`src/rtl/noc_traffic_endpoint_if.sv`:
```
// Flit link bundle between an endpoint and one NoC node port, all virtual channels side by side.
// A flit moves on a channel in a cycle where that channel's valid and ready are both 1; the sender keeps flit/last/valid stable until then.
interface noc_traffic_endpoint_if #(
  parameter int CHANNELS   = 9,
  parameter int FLIT_WIDTH = 34
) ();
  logic [CHANNELS*FLIT_WIDTH-1:0] flit;
  logic [CHANNELS-1:0]            last;
  logic [CHANNELS-1:0]            valid;
  logic [CHANNELS-1:0]            ready;

  modport master (output flit, output last, output valid, input ready);
  modport slave  (input flit, input last, input valid, output ready);
endinterface

```
`src/rtl/noc_traffic_endpoint.sv`:
```
// Per-node traffic generator (self-describing packets, round-robin channels) and per-channel packet checker.
// Packet = header {dest, src, channel, seq} followed by PKT_LEN-1 payload flits equal to header XOR flit index.
module noc_traffic_endpoint #(
  parameter int FLIT_WIDTH = 34,
  parameter int CHANNELS   = 9,
  parameter int NODES      = 16,
  parameter int NODE_ID    = 0,
  parameter int PKT_LEN    = 4,
  parameter int DEST_MODE  = 0,
  parameter int GAP        = 0
) (
  input  logic                       clk,
  input  logic                       rst,
  input  logic                       start,
  input  logic [15:0]                num_packets,
  input  logic [$clog2(NODES)-1:0]   fixed_dest,
  noc_traffic_endpoint_if.master     tx,
  noc_traffic_endpoint_if.slave      rx,
  output logic                       busy,
  output logic                       done,
  output logic [31:0]                tx_count,
  output logic [31:0]                rx_count,
  output logic [15:0]                err_count,
  output logic                       err,
  output logic [2:0]                 gen_state,
  output logic [2*CHANNELS-1:0]      chk_state_flat
);
  localparam int DW = $clog2(NODES);
  localparam int CW = (CHANNELS > 1) ? $clog2(CHANNELS) : 1;
  localparam logic [7:0] LAST_IDX = 8'(PKT_LEN - 1);

  typedef enum logic [2:0] {G_IDLE, G_HEAD, G_BODY, G_GAP, G_DONE} gen_state_t;
  typedef enum logic [1:0] {C_HDR, C_BODY, C_DROP} chk_state_t;

  gen_state_t            state;
  logic [FLIT_WIDTH-1:0] hdr_q, flit_q, hdr_new;
  logic                  valid_q, last_q, hs, launch;
  logic [CW-1:0]         ch_ptr, cur_ch, ch_next;
  logic [7:0]            idx, gap_cnt;
  logic [15:0]           seq, lfsr, pkt_left;
  logic [DW-1:0]         rr_dest, rr_next, dest_sel;

  function automatic logic [FLIT_WIDTH-1:0] make_hdr(logic [DW-1:0] d, logic [CW-1:0] c, logic [15:0] s);
    logic [FLIT_WIDTH-1:0] h;
    h = '0;
    h[FLIT_WIDTH-1 -: DW]        = d;
    h[FLIT_WIDTH-1-DW -: DW]     = DW'(NODE_ID);
    h[FLIT_WIDTH-1-2*DW -: 8]    = 8'(c);
    h[15:0]                      = s;
    return h;
  endfunction

  always_comb begin
    logic [31:0] lf, n;
    lf = 32'(lfsr[DW-1:0]);
    n  = 32'(rr_dest) + 32'd1;
    if (n >= NODES) n = '0;
    if (n == NODE_ID) n = n + 32'd1;
    if (n >= NODES) n = '0;
    rr_next  = DW'(n);
    dest_sel = fixed_dest;
    if (DEST_MODE == 1) dest_sel = rr_dest;
    else if (DEST_MODE == 2 && !(lf >= NODES || lf == NODE_ID)) dest_sel = lfsr[DW-1:0];
    ch_next = (ch_ptr == CW'(CHANNELS-1)) ? '0 : ch_ptr + 1'b1;
    hdr_new = make_hdr(dest_sel, ch_ptr, seq);
    hs      = valid_q & tx.ready[cur_ch];
    // A new header is loaded on start, straight after a last flit when GAP=0, or when the gap expires.
    launch  = (state == G_IDLE && start && num_packets != 16'd0) ||
              (state == G_BODY && hs && last_q && pkt_left != 16'd1 && GAP == 0) ||
              (state == G_GAP && gap_cnt == 8'd0);
  end

  always_ff @(posedge clk or negedge rst) begin
    if (!rst) begin
      state <= G_IDLE; hdr_q <= '0; flit_q <= '0; valid_q <= 1'b0; last_q <= 1'b0;
      ch_ptr <= '0; cur_ch <= '0; idx <= '0; gap_cnt <= '0; seq <= '0; lfsr <= 16'hACE1;
      pkt_left <= '0; rr_dest <= DW'((NODE_ID + 1) % NODES);
      busy <= 1'b0; done <= 1'b0; tx_count <= '0;
    end else begin
      case (state)
        G_IDLE: if (start) begin
          done     <= 1'b0;
          pkt_left <= num_packets;
          if (num_packets == 16'd0) begin state <= G_DONE; done <= 1'b1; end
        end
        G_HEAD: if (hs) begin
          idx    <= 8'd1;
          flit_q <= hdr_q ^ FLIT_WIDTH'(1);
          last_q <= (LAST_IDX == 8'd1);
          state  <= G_BODY;
        end
        G_BODY: if (hs) begin
          if (last_q) begin
            tx_count <= tx_count + 32'd1;
            pkt_left <= pkt_left - 16'd1;
            valid_q  <= 1'b0;
            last_q   <= 1'b0;
            if (pkt_left == 16'd1) begin state <= G_DONE; done <= 1'b1; busy <= 1'b0; end
            else begin state <= G_GAP; gap_cnt <= 8'(GAP - 1); end
          end else begin
            idx    <= idx + 8'd1;
            flit_q <= hdr_q ^ FLIT_WIDTH'(idx + 8'd1);
            last_q <= (idx + 8'd1 == LAST_IDX);
          end
        end
        G_GAP:   gap_cnt <= gap_cnt - 8'd1;
        G_DONE:  state <= G_IDLE;
        default: state <= G_IDLE;
      endcase
      if (launch) begin
        state   <= G_HEAD;
        hdr_q   <= hdr_new;
        flit_q  <= hdr_new;
        valid_q <= 1'b1;
        last_q  <= 1'b0;
        busy    <= 1'b1;
        cur_ch  <= ch_ptr;
        ch_ptr  <= ch_next;
        seq     <= seq + 16'd1;
        lfsr    <= {lfsr[0] ^ lfsr[2] ^ lfsr[3] ^ lfsr[5], lfsr[15:1]};
        rr_dest <= rr_next;
      end
    end
  end

  assign tx.flit   = {CHANNELS{flit_q}};
  assign tx.valid  = valid_q ? (CHANNELS'(1) << cur_ch) : '0;
  assign tx.last   = (valid_q && last_q) ? (CHANNELS'(1) << cur_ch) : '0;
  assign gen_state = state;

  chk_state_t            chk_state [CHANNELS];
  logic [FLIT_WIDTH-1:0] chk_hdr   [CHANNELS];
  logic [7:0]            chk_idx   [CHANNELS];
  logic                  chk_bad   [CHANNELS];
  logic [FLIT_WIDTH-1:0] lane      [CHANNELS];
  logic [CHANNELS-1:0]   in_ready_q, fire, ch_err, ch_good, ch_mism;

  always_comb begin
    fire    = rx.valid & in_ready_q;
    ch_err  = '0;
    ch_good = '0;
    ch_mism = '0;
    for (int c = 0; c < CHANNELS; c++) begin
      lane[c]    = rx.flit[c*FLIT_WIDTH +: FLIT_WIDTH];
      ch_mism[c] = lane[c] != (chk_hdr[c] ^ FLIT_WIDTH'(chk_idx[c]));
      chk_state_flat[2*c +: 2] = chk_state[c];
      if (fire[c]) begin
        if (chk_state[c] == C_HDR)
          ch_err[c] = (lane[c][FLIT_WIDTH-1 -: DW] != DW'(NODE_ID)) || rx.last[c];
        else if (chk_state[c] == C_BODY) begin
          ch_err[c]  = ch_mism[c] || (rx.last[c] != (chk_idx[c] == LAST_IDX));
          ch_good[c] = rx.last[c] && chk_idx[c] == LAST_IDX && !ch_mism[c] && !chk_bad[c];
        end
      end
    end
  end

  always_ff @(posedge clk or negedge rst) begin
    if (!rst) begin
      for (int c = 0; c < CHANNELS; c++) begin
        chk_state[c] <= C_HDR; chk_hdr[c] <= '0; chk_idx[c] <= '0; chk_bad[c] <= 1'b0;
      end
      in_ready_q <= '0; rx_count <= '0; err_count <= '0; err <= 1'b0;
    end else begin
      in_ready_q <= '1;
      for (int c = 0; c < CHANNELS; c++) begin
        if (fire[c]) begin
          case (chk_state[c])
            C_HDR: if (!ch_err[c]) begin
              chk_hdr[c] <= lane[c]; chk_idx[c] <= 8'd1; chk_bad[c] <= 1'b0; chk_state[c] <= C_BODY;
            end
            // Data errors only mark the packet bad; framing errors end it.
            C_BODY: begin
              if (rx.last[c])                  chk_state[c] <= C_HDR;
              else if (chk_idx[c] == LAST_IDX) chk_state[c] <= C_DROP;
              else begin
                chk_idx[c] <= chk_idx[c] + 8'd1;
                if (ch_mism[c]) chk_bad[c] <= 1'b1;
              end
            end
            default: if (rx.last[c]) chk_state[c] <= C_HDR;
          endcase
        end
      end
      rx_count <= rx_count + 32'($countones(ch_good));
      if (|ch_err) begin
        err <= 1'b1;
        if (err_count != 16'hFFFF) err_count <= err_count + 16'd1;
      end
    end
  end

  assign rx.ready = in_ready_q;
endmodule

```
`src/flat_wrapper.sv`:
```
// flat-port wrapper written by rule: the top's interface ports become plain ports
module noc_traffic_endpoint_flat 
#(
  parameter int FLIT_WIDTH = 34,
  parameter int CHANNELS   = 9,
  parameter int NODES      = 16,
  parameter int NODE_ID    = 0,
  parameter int PKT_LEN    = 4,
  parameter int DEST_MODE  = 0,
  parameter int GAP        = 0
)
  (clk, rst, start, num_packets, fixed_dest, busy, done, tx_count, rx_count, err_count, err, gen_state, chk_state_flat, tx_flit, tx_last, tx_valid, tx_ready, rx_flit, rx_last, rx_valid, rx_ready);
  noc_traffic_endpoint_if #(.CHANNELS(CHANNELS), .FLIT_WIDTH(FLIT_WIDTH)) tx_i ();
  noc_traffic_endpoint_if #(.CHANNELS(CHANNELS), .FLIT_WIDTH(FLIT_WIDTH)) rx_i ();
  input  logic clk;
  input  logic rst;
  input  logic start;
  input  logic [15:0] num_packets;
  input  logic [$clog2(NODES)-1:0] fixed_dest;
  output logic busy;
  output logic done;
  output logic [31:0] tx_count;
  output logic [31:0] rx_count;
  output logic [15:0] err_count;
  output logic err;
  output logic [2:0] gen_state;
  output logic [2*CHANNELS-1:0] chk_state_flat;
  output wire logic [$bits(tx_i.flit)-1:0] tx_flit;
  output wire logic [$bits(tx_i.last)-1:0] tx_last;
  output wire logic [$bits(tx_i.valid)-1:0] tx_valid;
  input wire logic [$bits(tx_i.ready)-1:0] tx_ready;
  input wire logic [$bits(rx_i.flit)-1:0] rx_flit;
  input wire logic [$bits(rx_i.last)-1:0] rx_last;
  input wire logic [$bits(rx_i.valid)-1:0] rx_valid;
  output wire logic [$bits(rx_i.ready)-1:0] rx_ready;
  assign tx_flit = tx_i.flit;
  assign tx_last = tx_i.last;
  assign tx_valid = tx_i.valid;
  assign tx_i.ready = tx_ready;
  assign rx_i.flit = rx_flit;
  assign rx_i.last = rx_last;
  assign rx_i.valid = rx_valid;
  assign rx_ready = rx_i.ready;
  noc_traffic_endpoint #(.FLIT_WIDTH(FLIT_WIDTH), .CHANNELS(CHANNELS), .NODES(NODES), .NODE_ID(NODE_ID), .PKT_LEN(PKT_LEN), .DEST_MODE(DEST_MODE), .GAP(GAP)) u_core (.clk(clk), .rst(rst), .start(start), .num_packets(num_packets), .fixed_dest(fixed_dest), .tx(tx_i), .rx(rx_i), .busy(busy), .done(done), .tx_count(tx_count), .rx_count(rx_count), .err_count(err_count), .err(err), .gen_state(gen_state), .chk_state_flat(chk_state_flat));
endmodule
```
`config.mk`:
```
export PLATFORM = sky130hd
export DESIGN_NAME = noc_traffic_endpoint_flat
export DESIGN_NICKNAME = d
export VERILOG_FILES = /design/src/rtl/noc_traffic_endpoint_if.sv /design/src/rtl/noc_traffic_endpoint.sv /design/src/flat_wrapper.sv
export SDC_FILE = /design/constraint.sdc
export NUM_CORES = 1
export LEC_CHECK = 0
export ABC_AREA = 1
export CORE_AREA = 2 2 304 306
export CTS_CLUSTER_DIAMETER = 200
export DETAILED_ROUTE_END_ITERATION = 10
export DIE_AREA = 0 0 306 308
export SETUP_SLACK_MARGIN = 0.1
export SLEW_MARGIN = 25
export SYNTH_ARGS = -nofsm -noshare
export SYNTH_HDL_FRONTEND = slang
export SYNTH_SLANG_ARGS = --single-unit
```
`constraint.sdc`:
```
create_clock -name clk -period 9.4 [get_ports clk]
set_input_delay 1.41 -clock clk [delete_from_list [all_inputs] [get_ports clk]]
set_output_delay 1.41 -clock clk [all_outputs]
set_load 0.01 [all_outputs]
```
======== Yosys cells after proc, flatten, opt, wreduce, memory -nomap -nowiden ========
Index checks and enable logic that the tools add are counted.
word-level totals
  bits in registers ....................... 608
  input bits .............................. 356
  output and inout port bits .............. 437
  word-level logic and storage cells ...... 605
cells by class
  $add $sub $neg .......................... 26
  order comparisons ....................... 1
  equal/unequal tests ..................... 103
  shifts and indexed selects .............. 1
  multiplexer cells ....................... 230
  bitwise operators ....................... 22
  reduce and logical (&&, ||, !) cells .... 168
operator list
  operator                                                               count
  34-bit inequality test                                                 9
  34-bit by 8-bit bitwise XOR with 34-bit output                         9
  8-bit 2-to-1 mux                                                       33
  8-bit one-hot mux with 2 select lines                                  11
  34-bit 2-to-1 mux                                                      4
  32-bit adder                                                           4
  1-bit 2-to-1 mux                                                       109
  8-bit by 1-bit adder with 8-bit output, second input constant          10
  8-bit by 2-bit equality test with 1-bit output, second input constant  10
  2-bit 2-to-1 mux                                                       36
  34-bit one-hot mux with 2 select lines                                 1
  2-bit inequality test, second input constant                           31
  6-bit AND reduction                                                    10
  4-bit AND reduction                                                    14
  5-bit AND reduction                                                    10
  16-bit 2-to-1 mux                                                      3
  2-bit one-hot mux with 2 select lines                                  9
  3-bit AND reduction                                                    12
  4-bit nonzero test                                                     9
  1-bit logical AND                                                      34
  34-bit bitwise XOR                                                     1
  16-bit by 1-bit adder with 16-bit output, second input constant        2
  32-bit by 1-bit adder with 32-bit output                               1
  32-bit by 1-bit adder with 32-bit output, second input constant        1
  40 further kinds                                                       178

======== Logic depth before layout (Yosys ltp) ========
  word-level depth ........................ 13
  gate-level depth with buffers ........... 30
  depth with buffers taken out ............ 30

======== Worst setup path before layout ========
No wires, ideal clock.
  path kind ............................... in2reg
  start point ............................. input rx_flit[152]
  end point ............................... register u_core.rx_count[29]
  library setup time ...................... 0.079 ns
  data arrival time ....................... 5.815 ns
  required time ........................... 9.321 ns
  path slack .............................. 3.506 ns
  stages .................................. 30
  path buffers ............................ 0
  cells stage by stage .................... inv_1 nand2_1 nand2_1 nor2_1 nand2_1 nor2_1 nand2_1 nor2_1 nand2_1 nor4_1 ha_1 fa_1 fa_1 inv_1 fa_1 inv_1 ha_1 inv_1 fa_1 nand3b_1 nand2_1 nand3_2 inv_2 nand4_2 nor3_2 nand2_1 nor2_2 nand3_2 nor3_1 xor2_1
between the ends
  cells in the longest elaborated chain, start to end .. 12
ends and longest elaborated chain
  item                                                            line                         source
  start: declaration                                              flat_wrapper.sv:32           input wire logic [$bits(rx_i.flit)-1:0] rx_flit;
  34-bit inequality test                                          noc_traffic_endpoint.sv:145  ch_mism[c] = lane[c] != (chk_hdr[c] ^ FLIT_WIDTH'(chk_idx[c]));
  1-bit zero test                                                 noc_traffic_endpoint.sv:152  ch_good[c] = rx.last[c] && chk_idx[c] == LAST_IDX && !ch_mism[c] && !chk_bad[c];
  1-bit logical AND (2 in a row)                                  noc_traffic_endpoint.sv:152
  1-bit 2-to-1 mux                                                noc_traffic_endpoint.sv:150  else if (chk_state[c] == C_BODY) begin
  1-bit 2-to-1 mux                                                noc_traffic_endpoint.sv:148  if (chk_state[c] == C_HDR)
  1-bit 2-to-1 mux                                                noc_traffic_endpoint.sv:147  if (fire[c]) begin
  1-bit by 1-bit adder with 2-bit output (not written as such)    noc_traffic_endpoint.sv:185  rx_count <= rx_count + 32'($countones(ch_good));
  32-bit adder (not written as such) (2 in a row)                 noc_traffic_endpoint.sv:185
  32-bit by 1-bit adder with 32-bit output (not written as such)  noc_traffic_endpoint.sv:185
  32-bit adder                                                    noc_traffic_endpoint.sv:185
  end signal: assignment                                          noc_traffic_endpoint.sv:185
  end: declaration                                                noc_traffic_endpoint.sv:22   output logic [31:0] rx_count,
No other way between the ends.
A chain may end at the register's enable or synchronous reset.

======== Final worst setup path ========
  start point ............................. input rx_flit[249]
  end point ............................... register u_core.rx_count[29]
The elaborated chain is that of the path after synthesis.

==> results.toml <==
[timing]
slew_headroom_pct = 32.71
fin_tns_setup_ps = 0
grt_setup_unrepaired = "no"
clock.fmax_mhz = 142.4
drv_slew = 0
clock_skew_ps = 31.79
fin_crit_sh_pct = 74.70
period_minus_slack_ps = 7022
tightest_slew_ps = 1009
setup_viol = 0
hold_viol_final = 0

[synthesis]
synthTopCellsByArea = "dfrtp_1 42%, nand2_1 17%, inv_1 6.5%, buf_4 6.2%, o21ai_0 4.2%"
synth_flop_cell = "dfrtp_1"
synth_area_per_cell_um2 = 7.440
synth_top_area_cell = "dfrtp_1"
synth_top_area_share_pct = 41.79
synth_warnings = 0
async_flop_share_pct = 100.0
synth_edf_count = 0
synth_seq_cells = 594
ys_types = 60
syn_area_um2 = 35570
yosysSeqAreaShare_pct = 41.79
synthCells = 4781

[cells_and_area]
syn2layout_area_growth_pct = 24.98
n_fill_cell = 8866
multi_input_area_um2 = 16040
regArea_um2 = 14860
fin_cells = 6530
fin_nets = 5687
fin_util_pct = 48.87
layout-drive-gt1-share_pct = 4.804

[status]
status = "completed"

[power]
powerDensity_nw_per_um2 = 265.0
combPwrFrac_pct = 39.3
p_sw_share_pct = 38.21
p_int_mw = 7.278
pwr-share-clk_pct = 24.6
p_leak_nw = 21.87
vdd_drop_max_mv = 0.1714
seqPwrFrac_pct = 36.2
switchingPower_mw = 4.501

[global_route]
antenna_found_initial = 26
grt_overflow = 0
grt_max_degree = 154
grt_pass1_wl_mm = 156.2
grtUsageTotal_pct = 20.80
grt_pass1_vias = 28572

[clocking]
htree_levels = 3
clk_pin_slew_ps = 60
cts_root_buf = "clkbuf_16"
tritoncts = "built"
cts.sinks = 594
clock_path_buffers = 3
clk_latency_ps = 610
postCtsSetupBuffers = 0
cts_inserted_buffers = 72
cts_resized = 0
cts_hold_buffers = 0

[placed_design]
post-place-cells = 6387
place_hpwl_mm = 75.86
io_buffers = 702
gp_congestion = 0.9073

[die]
start_util_pct = 39.10
die-width_um = 306
core_area_um2 = 90970
pin_count = 793
die-height_um = 308
die_area_um2 = 94250
rows = 111

[critical_path]
worst-path-max-fanout = 3
crit_path_start_kind = "primary input"
crit_arrival_ps = 7560
cpPeakStageDelay_ps = 580
critPathCaptureType = "flop"
crit_family = "simple AND/OR/NAND/NOR gates"
cpMostUsedCell = "nand2_1"
path_buf_inv = 6
critPathKind = "primary input to flop"
cp_slowest_cell = "nor3_1"
cp.required_ps = 9940

[min_path]
hold_path_class = "flop to flop"

[route]
wl_met2_mm = 47.13
top_layer_used = "met5"
routedLengthMet1_mm = 42.12
drc = 0
wire_per_inst_um = 15.26
first_pass_iters = 5
drtIter0Drc = 1623
routed_wl_mm = 99.65
ant_nets = 0
vias = 30188
route.met3.wl_mm = 7.063
viasPerCell = 4.623

[run]
maxCapViolations = 0
[power groups by stage]
stage | registers [mW] | logic (mW) | clock network (mW)
6_report | 4.26 | 4.62 | 2.89
5_1_grt | 4.40 | 5.26 | 3.07
4_1_cts | 4.27 | 4.68 | 2.98
3_5_place_dp | 4.30 | 4.66 | 0
3_3_place_gp | 4.27 | 4.60 | 0
2_1_floorplan | 4.14 | 3.33 | 0
[metrics by stage]
step	hold WS [ps]	worst slack, ps	instance area, um^2	power (mW)
after floorplan	437.9	3506	35900	7.465
after global placement	451.4	1845	41930	8.870
after detailed placement	456.9	1778	41930	8.955
after CTS	470.1	2432	44390	11.92
after global routing	490.4	2014	44440	12.73
final	466.3	2378	44460	11.78
[cells in the final DEF, fill, tap and decap left out, types with 17 or more instances in the layout]
cell type / instances
clkbuf_16: 74
ha_1: 49
xnor2_1: 133
o21ai_0: 302
dfrtp_1: 594
inv_2: 17
xor2_1: 144
nor3_1: 81
conb_1: 91
nor2_1: 361
nor4_1: 27
inv_1: 613
nand4_1: 42
clkdlybuf4s50_1: 701
nand3_1: 161
a21oi_1: 77
mux2_2: 42
nand2_1: 1606
[cell type report]
| type | instances | share of cell area, % |
|---|---|---|
| Inverter | 633 | 5.356 |
| Clock buffer | 103 | 4.771 |
| Clock inverter | 24 | 0.7487 |
| Tap cell | 1186 | 3.338 |
| Timing Repair Buffer | 716 | 16.18 |
| Sequential cell | 594 | 33.44 |
| Antenna cell | 15 | 0.08444 |
| Multi-Input combinational cell | 3259 | 36.08 |
[cells by family (layout without fill, tap and decap cells)]
family / Yosys count / after routing / synth area share, %
muxes: 46 / 46 / 1.456
buffers and inverters: 1017 / 1476 / 14.10
and+or+nand+nor: 2361 / 2361 / 27.39
xor gates and xnor gates: 277 / 277 / 6.821
AOI/OAI and AO/OA: 429 / 429 / 6.356
adders and majority gates: 55 / 55 / 2.061
DFF: 594 / 594 / 41.79
other: 2 / 106 / 0.02111
[layer usage]
metal	track usage (%)	vias up
met2	35.28	758
li1	-	15432
met3	5.710	161
met1	25.45	13819
met4	7.023	18
met5	0	-
[final timing paths]
kind,from,endpoint,slack (ps),cells past startpoint
setup / recovery,rx_flit[249],u_core.rx_count[29]$_DFF_PN0_,2380,31
hold / removal,u_core.hdr_q[31]$_DFFE_PN0N_,u_core.hdr_q[31]$_DFFE_PN0N_,470,2
setup reg to reg,u_core.chk_idx[24]$_DFFE_PN0P_,u_core.rx_count[29]$_DFF_PN0_,3190,26
hold reg to reg,u_core.hdr_q[31]$_DFFE_PN0N_,u_core.hdr_q[31]$_DFFE_PN0N_,470,2
max in group asynchronous,rst,u_core.err_count[15]$_DFFE_PN0P_,6600,3
min in group asynchronous,rst,u_core.chk_hdr[9]$_DFFE_PN0P_,780,1
[sequential cells by signal, summed over array words and instances, names as in the netlist, 4 cells and up]
| signal | count |
|---|---|
| u_core.ch_ptr | 4 |
| u_core.hdr_q | 21 |
| u_core.chk_hdr | 306 |
| u_core.gap_cnt | 8 |
| u_core.tx_count | 32 |
| u_core.flit_q | 24 |
| u_core.pkt_left | 16 |
| u_core.err_count | 16 |
| u_core.rx_count | 32 |
| u_core.idx | 8 |
| u_core.seq | 16 |
| u_core.chk_bad | 9 |
| u_core.chk_idx | 72 |
| u_core.chk_state_flat | 18 |
[synthesized netlist by cell type, types with 8 or more instances]
cell type / instances
nor3_2: 9
xnor2_1: 133
xor2_1: 144
buf_2: 16
nand2_1: 1606
dfrtp_1: 594
buf_4: 296
o21ai_0: 302
mux2_2: 42
nor4_1: 27
a21oi_1: 77
ha_1: 49
buf_6: 8
inv_2: 17
clkbuf_1: 60
nor2_2: 8
nand3_1: 161
nor2_1: 362
nor3_1: 81
nand2_2: 11
inv_1: 613
nand4_1: 42
or2_2: 11
[worst register-to-register path: cells and delay by family (launching register included)]
kind | cells | cell delay, ps
buf+inv | 5 | 320
fa+ha+maj | 8 | 2780
simple gates | 12 | 2490
flops | 1 | 420
xor+xnor | 1 | 160
No activity file was read; power rests on OpenSTA's default activity.
